==> src/rtl/alu_pkg.sv <==
// Shared ALU wrapper types: opcode enum, flag bundle and the flag generation helper.
// Used by alu_issue_pipe; optional accumulator forwarding is enabled with ALU_ACC_FWD_EN.
package alu_pkg;

    localparam int W = 8;

    typedef enum logic [3:0] {
        OP_NOT_A = 4'd0,
        OP_NOT_B = 4'd1,
        OP_OR    = 4'd2,
        OP_AND   = 4'd3,
        OP_XOR   = 4'd4,
        OP_ADD   = 4'd5,
        OP_SUB   = 4'd6,
        OP_LSL   = 4'd7,
        OP_LSR   = 4'd8,
        OP_ASR   = 4'd9,
        OP_ROL   = 4'd10,
        OP_ROR   = 4'd11
    } alu_op_t;

    localparam logic [3:0] OP_RESERVED_MIN = 4'd12;

    typedef struct packed {
        logic z;
        logic n;
        logic c;
        logic err;
    } flags_t;

    // Carry is only meaningful for the adder ops; the ALU drives its adder carry for every op.
    function automatic flags_t gen_flags(input logic [W-1:0] y, input logic cout, input logic [3:0] op);
        flags_t f;
        f.z   = (y == {W{1'b0}});
        f.n   = y[W-1];
        f.c   = ((op == OP_ADD) || (op == OP_SUB)) ? cout : 1'b0;
        f.err = (op >= OP_RESERVED_MIN);
        return f;
    endfunction

endpackage

==> src/rtl/alu_issue_stage.sv <==
// Generic valid/ready register slice: a single payload register that can accept
// a new item in the same cycle its current item is taken downstream.
module alu_issue_stage #(
    parameter int DW = 8
) (
    input  logic          clk,
    input  logic          reset,
    input  logic          in_valid,
    output logic          in_ready,
    input  logic [DW-1:0] in_data,
    output logic          out_valid,
    input  logic          out_ready,
    output logic [DW-1:0] out_data
);

    logic          valid_r;
    logic [DW-1:0] data_r;

    assign in_ready  = !valid_r || out_ready;
    assign out_valid = valid_r;
    assign out_data  = data_r;

    // Slice register: load on accept, otherwise empty once the consumer advances
    always_ff @(posedge clk) begin
        if (reset) begin
            valid_r <= 1'b0;
            data_r  <= {DW{1'b0}};
        end else if (in_valid && in_ready) begin
            valid_r <= 1'b1;
            data_r  <= in_data;
        end else if (out_ready) begin
            valid_r <= 1'b0;
        end
    end

endmodule

==> src/rtl/alu_issue_pipe.sv <==
// Two-stage valid/ready issue wrapper around an external 8-bit combinational ALU.
// Define ALU_ACC_FWD_EN to build the accumulator that can replace operand A.
module alu_issue_pipe #(
    parameter int W     = alu_pkg::W,
    parameter int CNT_W = 16
) (
    input  logic             clk,
    input  logic             reset,
    input  logic             in_valid,
    output logic             in_ready,
    input  logic [W-1:0]     in_a,
    input  logic [W-1:0]     in_b,
    input  logic [3:0]       in_op,
    input  logic             in_acc,
    output logic [W-1:0]     alu_a,
    output logic [W-1:0]     alu_b,
    output logic [3:0]       alu_sel,
    input  logic [W-1:0]     alu_y,
    input  logic             alu_cout,
    output logic             out_valid,
    input  logic             out_ready,
    output logic [W-1:0]     out_y,
    output logic             out_z,
    output logic             out_n,
    output logic             out_c,
    output logic             out_err,
    output logic [CNT_W-1:0] ops_done
);

    typedef struct packed {
        logic [W-1:0] a;
        logic [W-1:0] b;
        logic [3:0]   op;
        logic         acc;
    } s1_t;

    localparam int S1_W = $bits(s1_t);

    s1_t              s1_in_s;
    s1_t              s1_q_s;
    logic             s1_valid_s;
    logic             adv1_s;
    logic             adv2_s;
    logic             s2_hs_s;
    logic             s2_valid_r;
    logic [W-1:0]     y_r;
    alu_pkg::flags_t  flags_r;
    logic [CNT_W-1:0] ops_done_r;

    assign s1_in_s = {in_a, in_b, in_op, in_acc};
    assign adv2_s  = !s2_valid_r || out_ready;
    assign adv1_s  = s1_valid_s && adv2_s;
    assign s2_hs_s = s2_valid_r && out_ready;

    alu_issue_stage #(
        .DW(S1_W)
    ) u_s1 (
        .clk      (clk),
        .reset    (reset),
        .in_valid (in_valid),
        .in_ready (in_ready),
        .in_data  (s1_in_s),
        .out_valid(s1_valid_s),
        .out_ready(adv2_s),
        .out_data (s1_q_s)
    );

    assign alu_b   = s1_q_s.b;
    assign alu_sel = s1_q_s.op;

`ifdef ALU_ACC_FWD_EN
    logic [W-1:0] acc_r;

    // Accumulator captures every result leaving S1, i.e. the op just ahead of S1
    always_ff @(posedge clk) begin
        if (reset) begin
            acc_r <= {W{1'b0}};
        end else if (adv1_s) begin
            acc_r <= alu_y;
        end
    end

    // Operand A source: forwarded accumulator or the stored operand
    always_comb begin
        alu_a = s1_q_s.a;
        if (s1_q_s.acc) begin
            alu_a = acc_r;
        end else begin
            alu_a = s1_q_s.a;
        end
    end
`else
    logic acc_unused_s;

    assign acc_unused_s = s1_q_s.acc;
    assign alu_a        = s1_q_s.a;
`endif

    // Result slice: capture the ALU output and its flags as S1 advances
    always_ff @(posedge clk) begin
        if (reset) begin
            s2_valid_r <= 1'b0;
            y_r        <= {W{1'b0}};
            flags_r    <= alu_pkg::flags_t'(4'b0000);
        end else if (adv1_s) begin
            s2_valid_r <= 1'b1;
            y_r        <= alu_y;
            flags_r    <= alu_pkg::gen_flags(alu_y, alu_cout, s1_q_s.op);
        end else if (adv2_s) begin
            s2_valid_r <= 1'b0;
        end
    end

    // Completed-operation counter; assigned every cycle and wraps at full scale
    always_ff @(posedge clk) begin
        if (reset) begin
            ops_done_r <= {CNT_W{1'b0}};
        end else begin
            ops_done_r <= ops_done_r + {{(CNT_W-1){1'b0}}, s2_hs_s};
        end
    end

    assign out_valid = s2_valid_r;
    assign out_y     = y_r;
    assign out_z     = flags_r.z;
    assign out_n     = flags_r.n;
    assign out_c     = flags_r.c;
    assign out_err   = flags_r.err;
    assign ops_done  = ops_done_r;

endmodule

==> config.mk <==
export PLATFORM = sky130hd
export DESIGN_NAME = alu_issue_pipe
export DESIGN_NICKNAME = d
export VERILOG_FILES = /design/src/rtl/alu_pkg.sv /design/src/rtl/alu_issue_stage.sv /design/src/rtl/alu_issue_pipe.sv
export SDC_FILE = /design/constraint.sdc
export NUM_CORES = 1
export LEC_CHECK = 0
export ABC_AREA = 1
export CAP_MARGIN = 20
export CORE_MARGIN = 1.5
export CORE_UTILIZATION = 48
export DETAILED_ROUTE_END_ITERATION = 8
export HOLD_SLACK_MARGIN = 0.08
export PLACE_DENSITY = 0.85
export SYNTH_ARGS = -nofsm -noshare
export SYNTH_HDL_FRONTEND = slang
export SYNTH_HIERARCHICAL = 1
export SYNTH_SLANG_ARGS = --single-unit
==> constraint.sdc <==
create_clock -name clk -period 2.9 [get_ports clk]
set_input_delay 0.58 -clock clk [delete_from_list [all_inputs] [get_ports clk]]
set_output_delay 0.58 -clock clk [all_outputs]
set_load 0.01 [all_outputs]
==> flow_summary_export.csv <==
group,metric,value,unit
timing,relSlewSlack,58.3,%
routing,ant_nets,0,
critical_path,cp_slowest_cell,"clkdlybuf4s50_1",
power_and_ir_drop,total_power,1340,uW
synthesis,ys_warn_count,6,
clock_network,cts.sinks,49,
placed_design,io_buffers,82,
routing,vias,2265,
clock_network,cts.clk_slew.worst_paths,0.08,ns
critical_path,arrival,1.90,ns
clock_network,clk_path_buf_depth,2,
cells_and_area,final_util,67.9,%
synthesis,syn-cell-area,2330,um2
cells_and_area,fin_nets,440,
clock_network,cts_root_buffer,"clkbuf_8",
floorplanning,coreArea,4690,um2
synthesis,syn-instance-count,326,
floorplanning,fp-row-count,25,
power_and_ir_drop,p_sw_share,24.1,%
synthesis,syn_avg_cell_area,7.16,um2
cells_and_area,n_antenna_cell,0,
placed_design,gp_congestion,0.841,
floorplanning,die_h,72.7,um
clock_network,cts_tree,"yes",
grt,grt_use_total,20.9,%
critical_path,crit_path_max_fanout,3,
clock_network,clk_latency,0.30,ns
critical_path,reg2reg_slack,1.29,ns
clock_network,postCtsResizedCells,0,
timing,clock-skew-final,0.00389,ns
cells_and_area,final_layout_size_suffix_gt1_share,7.20,%
status,status,"finished, final reports clean",
power_and_ir_drop,power_leakage,0.00142,uW
timing,rsz0062_at_grt,"no",
floorplanning,initial_core_util,49.7,%
cells_and_area,final_common_cell,"clkdlybuf4s50_1",
floorplanning,dieArea,5290,um2
critical_path,critPathKind,"in2out",
grt,grt_pass1_vias,2006,
timing,hold_viol_final,0,
synthesis,synth.net_count,363,
critical_path,endpoint_kind,"output port",
timing,worstMarginPinSlew,0.625,ns
routing,viasPerCell,4.96,
hold_path,hp-class,"reg2reg",
timing,period_needed,2.48,ns
grt,antenna_found_initial,0,
flow_run,drv_cap,0,
routing,drc,0,
grt,grt_max_degree,42,
timing,whs,0.473,ns
clock_network,hold_buffers,0,
critical_path,crit_family,"buffers and inverters",
critical_path,path_cells,"clkdlybuf4s50_1 > inv_1 > nand2_2 > inv_2 > nand2_4 > clkdlybuf4s50_1",
power_and_ir_drop,p_per_area,420,nW/um2
cells_and_area,final_cell_mix,"clkdlybuf4s50_1, nand2_1, nor2_1, dfxtp_1, inv_1",
power_and_ir_drop,peakVddDrop,0.261,mV
grt,grt_pass1_wl,8690,um
placed_design,hpwl,3810,um
power_and_ir_drop,pwr-share-comb,16.3,%
routing,routedWlPerCell,11.3,um
timing,finalSetupViolCount,0,
floorplanning,die_x,72.7,um
timing,slew_viol_final,0,
critical_path,start_kind,"input port",
floorplanning,boundaryPins,84,
routing,drtPass1Iterations,4,
power_and_ir_drop,pwr-share-seq,54.0,%
grt,gr-total-overflow,0,
timing,tns,0,ns
power_and_ir_drop,clkPwrFrac,29.8,%
clock_network,post-cts-setup-buffer-count,0,
critical_path,crit_top_cell,"clkdlybuf4s50_1",
timing,timing.fmax,0.404,GHz
cells_and_area,fillers,409,
clock_network,h-tree-depth,2,
routing,wl,5180,um
critical_path,cp.required,2.32,ns
cells_and_area,syn_to_final_growth,36.6,%
clock_network,cts_made_buffers,5,
critical_path,cp_num_buf_inv,4,
power_and_ir_drop,p_switching,323,uW
critical_path,slowest_delay,0.56,ns
timing,post-route-period-util,85.3,%
power_and_ir_drop,internal_power,1020,uW
routing,initialDrtViolationCount,85,
[layer usage]
layer  global-route usage, %  vias up  routed length [um]
li1                        -     1164                   -
met1                    23.4     1005                2000
met2                    36.1       85                2600
met3                    8.43       11                 497
met4                    6.92        0                  74
met5                       0        -                   0
[metrics by stage]
step	setup WS (ns)	instances	area [um2]
floorplan	1.24	326	2330
global placement	0.434	450	3100
detailed placement	0.433	450	3100
CTS	0.414	457	3190
global route	0.362	457	3190
finish	0.425	457	3190
[worst paths after layout]
path,cells past startpoint,endpoint,start
hold reg to reg,2,out_z,out_z
setup reg to reg,11,ops_done[12],out_valid
hold / removal,2,out_z,out_z
setup / recovery,6,in_ready,out_ready
[power by group through the flow]
stage               Sequential (uW)  Combinational (uW)  Clock (uW)
global placement                738                 214           0
global route                    727                 243         434
CTS                             724                 220         407
floorplan                       752                94.0           0
finish                          723                 218         399
detailed placement              739                 219           0
[worst register-to-register path, delay by kind of cell (launching register included)]
family,cells,cell delay [ns]
simple gates,8,0.65
flops,1,0.39
fa+ha+maj,2,0.39
buf+inv,1,0.08
[area by class of cell]
type	instances	area, um2	area share, %
clock buffers	7	86.3	2.71
inverters	50	188	5.89
well taps	54	67.6	2.12
repair buffers	85	843	26.5
multi-input cells	212	1020	32.1
flip-flops and latches	49	981	30.8
[flip-flops by register name, summed over array words and instances (netlist names)]
register        flops
out_valid           1
ops_done           16
out_y               8
u_s1/out_data      20
u_s1/out_valid      1
out_z               1
out_err             1
out_c               1
(Power assumes the default switching activity.)
